<file path="config.mk">
export PLATFORM = sky130hd
export DESIGN_NAME = microwave_sequencer
export DESIGN_NICKNAME = d
export VERILOG_FILES = /design/src/rtl/microwave_pkg.sv /design/src/rtl/bcd_down_counter.sv /design/src/rtl/microwave_sequencer.sv
export SDC_FILE = /design/constraint.sdc
export NUM_CORES = 1
export LEC_CHECK = 0
export BUFFER_PORTS_ARGS = -buffer_cell sky130_fd_sc_hd__buf_2
export CORE_MARGIN = 2
export CORE_UTILIZATION = 50
export CTS_CLUSTER_SIZE = 28
export DETAILED_ROUTE_END_ITERATION = 8
export HOLD_SLACK_MARGIN = 0.12
export PLACE_DENSITY_LB_ADDON = 0.15
export REMOVE_ABC_BUFFERS = 1
export SYNTH_ARGS = -nofsm -noshare
export SYNTH_HDL_FRONTEND = slang
export SYNTH_SLANG_ARGS = --single-unit
export TNS_END_PERCENT = 1
</file>
<file path="constraint.sdc">
create_clock -name clk -period 8.1 [get_ports clk]
set_input_delay 0.405 -clock clk [delete_from_list [all_inputs] [get_ports clk]]
set_output_delay 0.405 -clock clk [all_outputs]
set_load 0.02 [all_outputs]
</file>
<file path="src/rtl/microwave_pkg.sv">
// Shared types and helpers for the microwave sequencer: FSM states, BCD digit type and keypad decode.
package microwave_pkg;

   typedef enum logic [2:0] {
      IDLE  = 3'd0,
      ENTRY = 3'd1,
      COOK  = 3'd2,
      PAUSE = 3'd3,
      DONE  = 3'd4
   } state_t;

   typedef logic [3:0] bcd_t;

   localparam bcd_t MAX_BCD  = 4'd9;
   localparam bcd_t MAX_TENS = 4'd5;

   function automatic logic key_onehot(input logic [9:0] k);
      return (k != 10'd0) && ((k & (k - 10'd1)) == 10'd0);
   endfunction

   function automatic bcd_t key_digit(input logic [9:0] k);
      bcd_t d;
      d = 4'd0;
      for (int i = 0; i < 10; i++) begin
         if (k[i]) d = bcd_t'(i);
      end
      return d;
   endfunction

endpackage

</file>
<file path="src/rtl/bcd_down_counter.sv">
// min:sec BCD display register: clear, shift-in of a keypad digit, and one-second decrement
// with borrow (seconds wrap to 59, minute digits borrow in BCD).
module bcd_down_counter
   import microwave_pkg::*;
#(
   parameter int MIN_DIGITS = 1
)
(
   input  logic                    clk,
   input  logic                    rst,
   input  logic                    clr,
   input  logic                    shift,
   input  logic                    dec,
   input  logic [3:0]              digit,
   output logic [4*MIN_DIGITS-1:0] minutes,
   output logic [3:0]              tens,
   output logic [3:0]              ones,
   output logic                    zero,
   output logic                    at_one
);

   localparam int NDIG = MIN_DIGITS + 2;
   localparam int W    = 4 * NDIG;

   // Digit 0 is seconds, digit 1 tens of seconds, the rest are minute digits.
   logic [W-1:0] value;
   logic [W-1:0] dec_value;
   logic         borrow;

   always_comb begin
      dec_value = value;
      borrow    = 1'b1;
      for (int i = 0; i < NDIG; i++) begin
         if (borrow) begin
            if (value[4*i +: 4] == 4'd0) begin
               dec_value[4*i +: 4] = (i == 1) ? MAX_TENS : MAX_BCD;
            end else begin
               dec_value[4*i +: 4] = value[4*i +: 4] - 4'd1;
               borrow              = 1'b0;
            end
         end
      end
   end

   always_ff @(posedge clk or posedge rst) begin
      if (rst) begin
         value <= '0;
      end else if (clr) begin
         value <= '0;
      end else if (shift) begin
         value <= {value[W-5:0], digit};
      end else if (dec) begin
         value <= dec_value;
      end
   end

   assign ones    = value[3:0];
   assign tens    = value[7:4];
   assign minutes = value[W-1:8];
   assign zero    = (value == '0);
   assign at_one  = (value == W'(1));

endmodule

</file>
<file path="src/rtl/microwave_sequencer.sv">
// Microwave control FSM: keypad entry, countdown, pause/resume, power duty window and done state.
// Optional MICROWAVE_DONE_BEEP_EN adds a beep output held for three ticks after cooking ends.
module microwave_sequencer
   import microwave_pkg::*;
#(
   parameter int TICK_DIV     = 50_000_000,
   parameter int MIN_DIGITS   = 1,
   parameter int POWER_LEVELS = 10
)
(
   input  logic                    clk,
   input  logic                    rst,
   input  logic [9:0]              keypad,
   input  logic                    start,
   input  logic                    stop,
   input  logic                    clear,
   input  logic                    door_closed,
   input  logic [3:0]              power_lvl,
   output logic [4*MIN_DIGITS-1:0] minutes,
   output logic [3:0]              tens,
   output logic [3:0]              ones,
   output logic                    mag_on,
   output logic [2:0]              state,
   output logic                    done
`ifdef MICROWAVE_DONE_BEEP_EN
   ,
   output logic                    beep
`endif
);

   localparam int              TICK_W    = $clog2(TICK_DIV);
   localparam logic [TICK_W-1:0] TICK_LAST = TICK_W'(TICK_DIV - 1);
   localparam logic [3:0]      PL        = 4'(POWER_LEVELS);

   function automatic logic [3:0] sat_power(input logic [3:0] req);
      return (req == 4'd0 || req > PL) ? PL : req;
   endfunction

   state_t              st;
   state_t              nxt;
   logic [9:0]          key_prev;
   logic [9:0]          key_rise;
   logic                key_new;
   logic [TICK_W-1:0]   tick_cnt;
   logic [TICK_W-1:0]   tick_nxt;
   logic                tick;
   logic [3:0]          power;
   logic [3:0]          power_nxt;
   logic [3:0]          window;
   logic [3:0]          window_nxt;
   logic                start_ok;
   logic                t_clr;
   logic                t_shift;
   logic                t_dec;
   logic                time_zero;
   logic                time_one;
`ifdef MICROWAVE_DONE_BEEP_EN
   logic [1:0]          beep_ticks;
`endif

   bcd_down_counter #(.MIN_DIGITS(MIN_DIGITS)) u_time (
      .clk     (clk),
      .rst     (rst),
      .clr     (t_clr),
      .shift   (t_shift),
      .dec     (t_dec),
      .digit   (key_digit(keypad)),
      .minutes (minutes),
      .tens    (tens),
      .ones    (ones),
      .zero    (time_zero),
      .at_one  (time_one)
   );

   assign key_rise = keypad & ~key_prev;
   assign key_new  = key_onehot(keypad) && (key_rise != 10'd0);
   assign tick     = (tick_cnt == TICK_LAST);
   assign start_ok = door_closed && !time_zero;

   // Priority: clear > door open > stop > start > keypad.
   always_comb begin
      nxt        = st;
      t_clr      = 1'b0;
      t_shift    = 1'b0;
      t_dec      = 1'b0;
      tick_nxt   = tick_cnt;
      power_nxt  = power;
      window_nxt = window;
      if (clear) begin
         nxt        = IDLE;
         t_clr      = 1'b1;
         power_nxt  = PL;
         window_nxt = 4'd0;
         tick_nxt   = '0;
      end else begin
         case (st)
            IDLE, ENTRY: begin
               if (st == ENTRY && start && start_ok) begin
                  nxt        = COOK;
                  power_nxt  = sat_power(power_lvl);
                  window_nxt = 4'd0;
                  tick_nxt   = '0;
               end else if (key_new) begin
                  t_shift = 1'b1;
                  nxt     = ENTRY;
               end
            end
            COOK: begin
               if (!door_closed || stop) begin
                  nxt = PAUSE;
               end else if (tick) begin
                  tick_nxt   = '0;
                  t_dec      = 1'b1;
                  window_nxt = (window == PL - 4'd1) ? 4'd0 : window + 4'd1;
                  if (time_one) nxt = DONE;
               end else begin
                  tick_nxt = tick_cnt + TICK_W'(1);
               end
            end
            PAUSE: begin
               if (stop) begin
                  nxt   = IDLE;
                  t_clr = 1'b1;
               end else if (start && start_ok) begin
                  nxt = COOK;
               end
            end
            DONE: begin
               if (key_rise != 10'd0 || start || stop) begin
                  nxt = IDLE;
               end else if (tick) begin
                  tick_nxt = '0;
               end else begin
                  tick_nxt = tick_cnt + TICK_W'(1);
               end
            end
            default: nxt = IDLE;
         endcase
      end
   end

   always_ff @(posedge clk or posedge rst) begin
      if (rst) begin
         st       <= IDLE;
         key_prev <= '0;
         tick_cnt <= '0;
         power    <= PL;
         window   <= 4'd0;
         mag_on   <= 1'b0;
         done     <= 1'b0;
`ifdef MICROWAVE_DONE_BEEP_EN
         beep       <= 1'b0;
         beep_ticks <= 2'd0;
`endif
      end else begin
         st       <= nxt;
         key_prev <= keypad;
         tick_cnt <= tick_nxt;
         power    <= power_nxt;
         window   <= window_nxt;
         mag_on   <= (nxt == COOK) && (window_nxt < power_nxt);
         done     <= (nxt == DONE);
`ifdef MICROWAVE_DONE_BEEP_EN
         if (nxt == DONE && st != DONE) begin
            beep       <= 1'b1;
            beep_ticks <= 2'd0;
         end else if (nxt != DONE) begin
            beep <= 1'b0;
         end else if (tick && beep) begin
            if (beep_ticks == 2'd2) beep <= 1'b0;
            else                    beep_ticks <= beep_ticks + 2'd1;
         end
`endif
      end
   end

   assign state = st;

endmodule

</file>
Word-level counts from Yosys, hierarchy flattened
Cells that the tools add are included.
{ "totals": {"regBits": 61, "word_cells": 120} }
{ "classes": {"n_addsub": 6, "magnitude_cmp": 2, "n_eq_ne": 12, "mux": 57, "bitwise_logic": 3, "n_reduce_logical": 30} }
{ "ops": {"columns": ["operator", "count"], "rows": [
  ["$mux W26", 5],
  ["$mux W4", 22],
  ["$pmux W26 S3", 1],
  ["$mux W12", 3],
  ["$mux W3", 9],
  ["$add A26 B1 Y26 const B", 1],
  ["$eq A26 B26 Y1 const B", 1],
  ["$and A10 B10 Y10", 2],
  ["$reduce_bool A10 Y1", 2],
  ["$logic_not A4 Y1", 4],
  ["$mux W1", 15],
  ["$eq A12 B1 Y1 const B", 1],
  ["$logic_not A12 Y1", 1],
  ["$pmux W3 S4", 1],
  ["$sub A4 B1 Y4 const B", 3],
  ["$logic_not A10 Y1", 1],
  ["$not A10 Y10", 1],
  ["$sub A10 B1 Y10 const B", 1],
  ["$eq A3 B2 Y1 const B", 3],
  ["$ne A3 B3 Y1 const B", 3],
  ["$reduce_bool A3 Y1", 3],
  ["$pmux W4 S2", 1],
  ["$logic_and A1 B1 Y1", 7],
  ["$eq A3 B3 Y1 const B", 2],
  ["other kinds (12)", 17]
]} }

Depth between registers and ports, before layout
Gate-level depths: netlist (run 1).
{ "depth": {"depth_word": 11, "depth_mapped": 14, "depth_no_buf": 13} }

Modules after synthesis
A second synthesis (run 1) with hierarchy kept.
{ "hier_totals": {"hier_cells": 434, "hier_area_um2": 3756.1} }
{ "modules_own_cells": {"columns": ["mod", "n_inst", "cells_each", "area_per_inst_um2", "seq_area_each_um2"], "rows": [
  ["microwave_sequencer", 1, 347, 2977.9, 1228.7],
  ["bcd_down_counter", 1, 87, 778.2, 300.3]
]} }

Worst setup path after synthesis (run 1)
OpenSTA, ideal clock, no wires.
{ "synth_path": {"path_type": "register to register", "startpoint": "register u_time.value[0]", "endpoint": "register mag_on", "t_arrival_ps": 3291, "slack_ps": 4721, "path_stages_with_launch": 15, "path_buffers": 1, "cell_sequence": "dfrtp_1 -> inv_1 -> ha_1 -> nor3b_2 -> a31o_2 -> or4_1 -> clkbuf_1 -> nor3b_1 -> a21oi_1 -> or2_2 -> ha_1 -> a21o_1 -> a211oi_1 -> nand3b_1 -> nor3b_1"} }
{ "synth_via": {"elab_chain_len": 10} }
{ "synth_rtl": {"columns": ["item", "line", "text"], "rows": [
  ["start: declaration", "bcd_down_counter.sv:26", "logic [W-1:0] value;"],
  ["start signal: assignment", "bcd_down_counter.sv:51", "value <= {value[W-5:0], digit};"],
  ["start signal: assignment", "bcd_down_counter.sv:53", "value <= dec_value;"],
  ["parallel branches: the longest is 9 deep, another holds $lt A4 B4 Y1", null, null],
  ["$logic_and A1 B1 Y1 (*)", "microwave_sequencer.sv:161", "mag_on <= (nxt == COOK) && (window_nxt < power_nxt);"],
  ["end signal: assignment", "microwave_sequencer.sv:161", null],
  ["end: declaration", "microwave_sequencer.sv:22", "output logic mag_on,"]
]} }
Every way passes the cells marked *.
A chain may end at the register's enable or synchronous reset.

Worst setup path in the final report (run 1)
Ends and elaborated chain as after synthesis.

==> run metrics, run 1 <==
Fill cells about 700; H-tree levels 3; core area 7690 sq um; WL/cell 15.9 um; GP Congestion slightly above 0.8; Placed Cells about 580; Initial Util 0.512; final period demand of the worst path 3.50 ns; Reg clk slew, reported paths approximately 0.07 ns; Mean Syn Cell Area 8.71 sq um; Area Overhead vs Synth 12.1%; worst slew pin tran 1.01 ns; CP peak stage delay just under 0.6 ns; final hold violations 0; vias 3587; global-route wire length before repair 16.0 mm; Rel. slew slack 0.324; Slew Limit Fails 0; fraction of the cycle the final worst path needs 0.432; Placed Area 4180 sq um; post-place setup slack ~4.6 ns; Worst Skew 0.00579 ns; run status finished, final reports clean; Core Rows 32; dpl hpwl between 6 and 7 mm; CP cell instances inv_1, ha_1, nor3b_2, a31o_2, or4_1, nor3b_1, a21oi_1, or2_2, ha_1, a21o_1, a211oi_1, nand3b_1, nor3b_1; most frequent cells in the layout 59 x dfrtp_1, 41 x nor2_1, 36 x buf_2; top_reg_cell synth dfrtp_1; share of layout cells above drive strength 1 0.164; critical path type flip-flop to flip-flop; CP required 8.37 ns; Fin Setup TNS 0 ns; final non-filler cell total 591; IR drop worst, VDD around 0.077 mV; post-synthesis register bit count 61; Gate Count Post-Synth 452; Worst Hold Slack 0.207 ns; fin nets about 510; initial antenna violation count 0; leading cell type in the layout, fill and taps excluded dfrtp_1; GRT overflow 0; number of flops mapped to enable cells by yosys 0; Distinct cells, synth 68; Post-synth ARST share 1.00; # IOs 37; vias in the first global route roughly 3400; YS warnings 0; DRT Pass-1 Iters 4; Die Y 92.7 um; final instance area about 4400 sq um; CTS tree built; Sink Count 61; diode count 0; CTS root buffer clkbuf_8; total CTS buffers 9; RSZ-0062 raised after global routing no; largest net degree at the start of global routing 62; maxcap violations 0; worst-path fanout max 8; CP max stage cell or4_1; final number of setup-violating endpoints 0; port buffer count 36; worst path arrival time 3.76 ns; WL final 9.39 mm; vias per inst approximately 6; Post-DRT Antenna Nets 0; Worst setup SP type flip-flop; HP Class primary input to flip-flop; synthesized area 3940 sq um; fmax 286 MHz; worst skew pair latency 0.35 ns; Pwr Density 152 nW/um^2; Tot GR Track Use 0.232; DRT iter0 DRCs 193; Die ar. around 8600 sq um; Crit. End Element flip-flop; Seq/Total Area, Yosys 0.389; DRC 0; LEAKAGE 1.92 nW; clock buffer depth 2; Die W 92.7 um; Final WS setup between 4 and 5 ns; Post CTS Setup Buffer Count 0; hold_buf cts 0; post-CTS sizing 0
==> metrics by stage <==
step                utilization  power [mW]
floorplan                     -       0.346
global placement          0.544       0.364
detailed placement        0.544       0.365
CTS                       0.574       0.676
global route              0.574       0.695
finish                    0.574       0.671
==> worst max-delay path: cells and delay by family, from the launching register on <==
family | cells | cell delay, ns
compound gates | 4 | 0.74
simple gates | 6 | 1.57
flops | 1 | 0.43
fa+ha+maj | 2 | 0.56
buf+inv | 1 | 0.11
==> cell type report <==
| type | count | area [sq um] | share of cell area |
|---|---|---|---|
| clock inverters | 4 | 70.1 | 0.0159 |
| clock buffers | 12 | 155 | 0.0352 |
| repair buffers | 40 | 210 | 0.0477 |
| inverters | 30 | 113 | 0.0255 |
| well taps | 102 | 128 | 0.0289 |
| flip-flops and latches | 61 | 1530 | 0.347 |
| multi-input cells | 342 | 2200 | 0.500 |
==> power by group <==
| group | total, mW | leakage, nW | internal [mW] | switching [mW] |
|---|---|---|---|---|
| clock | 0.312 | 0.116 | 0.189 | 0.122 |
| combinational | 0.0499 | 0.987 | 0.0174 | 0.0325 |
| sequential | 0.309 | 0.821 | 0.308 | 0.00167 |
| total | 0.671 | 1.92 | 0.514 | 0.157 |
==> logic make-up after synthesis <==
kind of cell,after synthesis,share of synthesized area
flops,61,0.389
buf+inv,49,0.0512
mux,17,0.0439
compound gates,125,0.226
xor+xnor,1,0.00223
fa+ha+maj,8,0.0254
simple gates,191,0.263
==> sequential cells by signal, summed over array words and instances, names as in the netlist <==
register and count:
done 1, key_prev 10, mag_on 1, power 4, window 4, u_time.value 12
tick_cnt 26, state 3
==> metal layers <==
layer  GRT usage  routed length, um  vias up
met4      0.0821                147        0
met5           0                  0        -
met2       0.372               4410       77
met3      0.0448                420       12
met1       0.316               4410     1748
li1            -                  -     1750
==> cell usage after synthesis (2+ instances only) <==
| cell type | count | area share |
|---|---|---|
| o2bb2ai_1 | 7 | 0.016 |
| ha_1 | 8 | 0.025 |
| o31a_1 | 2 | 0.0045 |
| o2111a_1 | 2 | 0.0057 |
| or3_1 | 6 | 0.0095 |
| nor4b_1 | 2 | 0.0045 |
| nor3_1 | 15 | 0.019 |
| mux2_2 | 2 | 0.0057 |
| dfstp_2 | 2 | 0.013 |
| o2111ai_1 | 3 | 0.0067 |
| a2bb2oi_1 | 2 | 0.0045 |
| nor2b_1 | 8 | 0.013 |
| nor3b_1 | 3 | 0.0057 |
| nand3_1 | 28 | 0.036 |
| buf_2 | 8 | 0.010 |
| and2_1 | 3 | 0.0048 |
| o21bai_1 | 2 | 0.0038 |
| or2_2 | 4 | 0.0064 |
| mux2i_1 | 15 | 0.038 |
| a21oi_1 | 25 | 0.032 |
| nand3b_1 | 2 | 0.0038 |
| dfrtp_1 | 59 | 0.38 |
| or4_1 | 4 | 0.0076 |
| and4_1 | 2 | 0.0045 |
| inv_1 | 30 | 0.029 |
| a31oi_1 | 8 | 0.013 |
| o21ai_1 | 3 | 0.0038 |
| o21ai_0 | 24 | 0.031 |
| a22oi_1 | 4 | 0.0076 |
| o21a_1 | 3 | 0.0057 |
| nor4_2 | 3 | 0.0095 |
| a21o_1 | 7 | 0.013 |
| nand4_1 | 13 | 0.021 |
| nor4_1 | 5 | 0.0079 |
| and3_1 | 4 | 0.0064 |
| a22o_1 | 4 | 0.0089 |
| o31ai_1 | 5 | 0.0095 |
| clkbuf_1 | 10 | 0.0095 |
| nand2_1 | 32 | 0.031 |
| nand4b_1 | 2 | 0.0045 |
| a211oi_1 | 7 | 0.013 |
| a31o_2 | 3 | 0.0067 |
| nand2b_1 | 6 | 0.0095 |
| nor2_1 | 41 | 0.039 |
==> worst paths after layout <==
kind	from	end	slack, ns	cells past startpoint
setup / recovery	u_time.value[0]	mag_on	4.60	13
hold / removal	keypad[0]	key_prev[0]	0.21	1
setup reg to reg	u_time.value[0]	mag_on	4.60	13
hold reg to reg	tick_cnt[23]	tick_cnt[23]	0.52	1
max in group asynchronous	rst	tick_cnt[15]	7.31	3
min in group asynchronous	rst	key_prev[7]	0.29	3
Power figures use the tool's default switching activity.
==> run 2: changes to the inputs <==
ABC_AREA = 1   (was unset)
clock period = 3.6 ns   (was 8.1 ns; I/O delays follow)
==> run metrics, run 2 <==
run status finished, final reports clean; vias 4159 (+16%); Die W 95.2 um (+2.6%); CP max stage cell dfrtp_1; CP required 3.89 ns (-4.48 ns); fmax 391 MHz (+37%); DRC 0 (unchanged); Area Overhead vs Synth 14.3%; diode count 0 (unchanged); vias per inst 5.47 (-10%); hold path start power_lvl[1]; Tot GR Track Use 0.258 (+0.0255); worst slew pin tran 0.541 ns (-0.466 ns); WL final 10.7 mm (+14%); LEAKAGE 2.22 nW (+15%); number of flops mapped to enable cells by yosys 0 (unchanged); hold path depth 3 (+2); worst skew pair latency 0.36 ns (about the same); initial antenna violation count 0 (unchanged); DRT Pass-1 Iters 5 (+1); Final WS setup 1.05 ns (-3.56 ns); Gate Count Post-Synth 599 (+33%); Die Y 95.2 um (+2.6%); largest cells by area after synthesis dfrtp_1 36%, nand2_1 11%, inv_1 7.4%; Pwr Density 350 nW/um^2 (+130%); post-synthesis register bit count 61 (unchanged); final period demand of the worst path 2.55 ns (-0.943 ns); GP Congestion 0.954 (+16%); WL/cell 14.0 um (-12%); area share of the largest cell type after synthesis 0.355 (-0.0198); Worst Skew 0.0148 ns (+0.00904 ns); Worst setup SP type flip-flop; post-place setup slack 1.08 ns (-3.57 ns); overall power 1.66 mW (+150%); CP cell instances inv_1, ha_1, nand2_2, nor2_4, nand2_4, nand3_4, nand2_4, inv_4, o21ai_0, a31oi_1, ha_1, a21oi_1, nand2_1, nor2_1, nand2_1, a21oi_1; leading cell type in the layout, fill and taps excluded nand2_1; Post-synth ARST share 1.00 (unchanged); Die ar. 9050 sq um (+5.3%); clock buffer depth 2 (unchanged); largest net degree at the start of global routing 47 (-24%); Post-synth top cells 123 x nand2_1, 82 x inv_1, 72 x nor2_1; final instance area 4750 sq um (+7.7%); vias in the first global route 3928 (+16%); Sink Count 61 (unchanged); final number of setup-violating endpoints 0 (unchanged); port buffer count 36 (unchanged); DRT iter0 DRCs 247 (+28%); Core Rows 33 (+3.1%); Post-DRT Antenna Nets 0 (unchanged); H-tree levels 3 (unchanged); fin nets 679 (+33%); Crit. End Element flip-flop; total CTS buffers 9 (unchanged); r2r startpoint u_time.value[0]; worst-path fanout max 10 (+2); Slew Limit Fails 0 (unchanged); critical path type flip-flop to flip-flop; Reg2Reg Depth 16 (+3); Fin Setup TNS 0 ns (unchanged); # IOs 37 (unchanged); GRT overflow 0 (unchanged); max reg flops 26 (unchanged); YS warnings 0 (unchanged); share of layout cells above drive strength 1 0.146 (-0.0173); Fill cells 769 (+6.8%); core area 8130 sq um (+5.8%); Rel. slew slack 0.639 (+0.315); cell taking the most area after synthesis dfrtp_1; RSZ-0062 raised after global routing no; FF-to-FF setup slack 1.05 ns (-3.56 ns); dpl hpwl 7.81 mm (+19%); Reg clk slew, reported paths 0.07 ns (about the same); Hold EP power[1]; Post CTS Setup Buffer Count 0 (unchanged); IR drop worst, VDD 0.202 mV (+160%); top_reg_cell synth dfrtp_1; CTS root buffer clkbuf_8; Mean Syn Cell Area 6.93 sq um (-20%); Initial Util 0.511 (-0.00119); Seq/Total Area, Yosys 0.368 (-0.0205); global-route wire length before repair 18.2 mm (+14%); synthesized area 4150 sq um (+5.6%); HP Class primary input to flip-flop; post-CTS sizing 0 (unchanged); final hold violations 0 (unchanged); Placed Area 4420 sq um (+5.7%); FF-to-FF End mag_on; Reg with most FFs tick_cnt; Top Registers tick_cnt: 26 flops, u_time.value: 12 flops, key_prev: 10 flops; worst path arrival time 2.84 ns (-0.92 ns); most frequent cells in the layout 123 x nand2_1, 81 x inv_1, 72 x nor2_1; count leader, synth nand2_1; fraction of the cycle the final worst path needs 0.710 (+0.278); CTS tree built; maxcap violations 0 (unchanged); CP peak stage delay 0.43 ns (-0.15 ns); Distinct cells, synth 39 (-43%)
==> run 2: metrics by stage <==
step	hold WS [ns]	instances	util
3_5_place_dp	0.258	734	0.544
5_1_grt	0.153	761	0.584
2_1_floorplan	0.211	591	-
6_report	0.129	761	0.584
3_3_place_gp	0.245	734	0.544
4_1_cts	0.123	761	0.584
==> run 2: layer usage <==
layer  wire [um]  vias up  part of all wire  GRT usage
met3         680       15             0.064     0.0553
met1        4930     1922              0.46      0.347
met5           0        -                 0          0
li1            -     2067                 -          -
met4         173        0             0.016     0.0882
met2        4910      155              0.46      0.410
==> run 2: repair_timing <==
item                                    CTS  global route
endpoints found under the setup margin    0             0
hold buffers                             11             0
endpoints found under the hold margin    35             0
==> run 2: how the worst max path moves through the flow <==
stage | slack (ns) | from | end | depth (start not counted)
after floorplan | 1.25 | u_time.value[0] | mag_on | 16
after global placement | 1.15 | u_time.value[0] | mag_on | 16
after detailed placement | 1.08 | u_time.value[0] | mag_on | 17
after CTS | 1.05 | u_time.value[0] | mag_on | 17
after global routing | 0.82 | u_time.value[0] | mag_on | 16
final | 1.05 | u_time.value[0] | mag_on | 16
==> run 2: cell type report <==
cell class / count / area [sq um] / share of cell area
multi-input combinational: 436 / 2210 / 0.466
sequential: 61 / 1530 / 0.322
inverter: 94 / 355 / 0.0748
timing repair buffer: 49 / 305 / 0.0643
tap: 105 / 131 / 0.0277
clock buffer: 10 / 128 / 0.0269
clock inverter: 6 / 87.6 / 0.0184
==> run 2: cell families (layout without fill, tap and decap cells) <==
family | count (synthesis) | count (layout) | share of synthesized area
AO/OA/AOI/OAI | 85 | 85 | 0.108
XOR/XNOR | 14 | 14 | 0.0295
adder cells (fa/ha/maj) | 8 | 8 | 0.0241
buffers and inverters | 102 | 159 | 0.0994
flip-flops | 61 | 61 | 0.368
AND/OR/NAND/NOR | 329 | 329 | 0.371
==> run 2: worst max-delay path: cells and delay by family (launching register included) <==
kind	cells	cell delay [ns]
buffers and inverters	2	0.23
adders and majority gates	2	0.51
and+or+nand+nor	8	0.75
DFF	1	0.43
AOI/OAI and AO/OA	4	0.56
==> run 2: report_power, final <==
| part | total [mW] | switching [mW] | internal (mW) |
|---|---|---|---|
| logic | 0.245 | 0.168 | 0.0768 |
| registers | 0.722 | 0.0183 | 0.704 |
| clock network | 0.694 | 0.306 | 0.388 |
==> run 3: changes to the inputs <==
ABC_AREA = 0   (was 1)
clock period = 2.67 ns   (was 3.6 ns; I/O delays follow)
==> run metrics, run 3 (synthesis results as in run 1) <==
run status finished with violations; failing checks setup timing; worst skew pair latency 0.34 ns (-0.02 ns); Cell Int Power 1.40 mW (+20%); global-route wire length before repair 17.5 mm (-3.9%); Core Rows 32 (-3.0%); vias 3878 (-6.8%); Worst setup SP type flip-flop; DRC 0 (unchanged); worst slew pin tran 0.655 ns (+0.114 ns); H-tree levels 3 (unchanged); fraction of the cycle the final worst path needs 1.09 (+0.383); HP Class primary input to flip-flop; most frequent cells in the layout 75 x buf_4, 59 x dfrtp_1, 41 x nor2_1; Switching Power 0.480 mW (-2.4%); Tot GR Track Use 0.254 (-0.00393); clock buffer depth 2 (unchanged); core area 7690 sq um (-5.5%); CP max stage cell or4_4; Rel. slew slack 0.563 (-0.0763); Logic pwr share 0.104 (-0.044); CTS root buffer clkbuf_8; CTS tree built; dpl hpwl 7.50 mm (-4.0%); maxcap violations 0 (unchanged); fin nets 596 (-12%); switching share of power 0.255 (-0.0409); Fin Setup TNS -0.249 ns (-0.249 ns); Sink Count 61 (unchanged); Pwr Density 365 nW/um^2 (+4.4%); Initial Util 0.512 (+0.00119); RSZ-0062 raised after global routing yes; vias in the first global route 3755 (-4.4%); Top Registers tick_cnt: 26 flops, u_time.value: 12 flops, key_prev: 10 flops; WL/cell 15.5 um (+10%); worst-path fanout max 2 (-8); CP cell instances inv_2, ha_4, nor3b_4, a31o_2, or4_4, nor3b_2, a21oi_2, or2_4, ha_4, a21o_1, a211oi_2, nand3b_1, nor3b_2; GP Congestion 0.855 (-10%); Reg clk slew, reported paths 0.07 ns (about the same); final hold violations 0 (unchanged); DRT iter0 DRCs 317 (+28%); largest net degree at the start of global routing 31 (-34%); DRT Pass-1 Iters 4 (-1); Placed Area 4730 sq um (+6.9%); Fill cells 658 (-14%); final number of setup-violating endpoints 1 (+1); final instance area 5150 sq um (+8.4%); CP required 2.93 ns (-0.96 ns); fmax 343 MHz (-12%); worst path arrival time 3.17 ns (+0.33 ns); Slew Limit Fails 0 (unchanged); vias per inst 5.75 (+5.1%); CP peak stage delay 0.43 ns (about the same); port buffer count 36 (unchanged); WL final 10.5 mm (-2.2%); max reg flops 26 (unchanged); leading cell type in the layout, fill and taps excluded buf_4; # IOs 37 (unchanged); total CTS buffers 9 (unchanged); IR drop worst, VDD 0.285 mV (+41%); Reg with most FFs tick_cnt; diode count 0 (unchanged); Post-DRT Antenna Nets 0 (unchanged); initial antenna violation count 0 (unchanged); Area Overhead vs Synth 30.8%; Worst Skew 0.00687 ns (-0.00796 ns); GRT overflow 0 (unchanged); clock power share 0.398 (-0.020); LEAKAGE 2.34 nW (+5.7%); share of layout cells above drive strength 1 0.297 (+0.150); Seq pwr share 0.499 (+0.064); Die W 92.7 um (-2.6%); critical path type flip-flop to flip-flop; final period demand of the worst path 2.92 ns (+0.364 ns); Final WS setup -0.249 ns (-1.29 ns); Worst Hold Slack 0.163 ns (+0.0331 ns); Crit. End Element flip-flop; Die ar. 8600 sq um (-5.1%); Die Y 92.7 um (-2.6%)
[run 3: final timing paths]
check	startpoint	end	slack [ns]	cells past startpoint
worst max-delay path	u_time.value[0]	mag_on	-0.25	13
worst min-delay path	clear	power[2]	0.16	2
worst max register to register	u_time.value[0]	mag_on	-0.25	13
worst min register to register	power[2]	power[2]	0.51	2
max in group asynchronous	rst	power[3]	1.45	4
min in group asynchronous	rst	key_prev[5]	0.43	3
[run 3: per-stage QoR]
step / power, mW / cells / worst slack, ns / util
finish: 1.88 / 675 / -0.249 / 0.670
global route: 1.96 / 675 / -0.300 / 0.670
CTS: 1.89 / 673 / -0.232 / 0.660
detailed placement: 1.13 / 646 / -0.474 / 0.615
global placement: 1.12 / 646 / -0.331 / 0.615
floorplan: 1.05 / 433 / -0.692 / -
[run 3: routing by layer]
metal,track usage,share of wire,vias up,routed length [um]
li1,-,-,1918,-
met1,0.349,0.46,1838,4810
met2,0.407,0.48,106,5030
met3,0.0521,0.045,16,475
met4,0.0760,0.013,0,135
met5,0,0,-,0
[run 3: area by class of cell]
cell class	count	area [sq um]	area share
multi-input cells	342	2320	0.450
flip-flops and latches	61	1530	0.297
well taps	102	128	0.0248
inverters	30	113	0.0219
repair buffers	124	885	0.172
clock inverters	4	22.5	0.00438
clock buffers	12	155	0.0301
[run 3: worst max-delay path, delay by kind of cell (launching register included)]
kind | cells | cell delay (ns)
and+or+nand+nor | 6 | 1.34
AOI/OAI and AO/OA | 4 | 0.67
adders and majority gates | 2 | 0.40
DFF | 1 | 0.37
buffers and inverters | 1 | 0.06
[run 3: timing repair]
item / 4_1_cts / 5_1_grt
cloned: 0 / 0
gates resized for setup: 13 / 10
setup endpoints to repair: 1 / 2
endpoints found under the hold margin: 38 / 0
hold buffers: 11 / 0
pin swaps: 3 / 4
buffers inserted: 0 / 2
[run 3: power groups by stage]
stage               Clock (mW)  Sequential, mW  Combinational, mW
floorplan                    0           0.957             0.0910
global placement             0           0.954              0.169
detailed placement           0           0.954              0.172
CTS                      0.761           0.937              0.190
global route             0.807           0.937              0.216
finish                   0.748           0.937              0.195
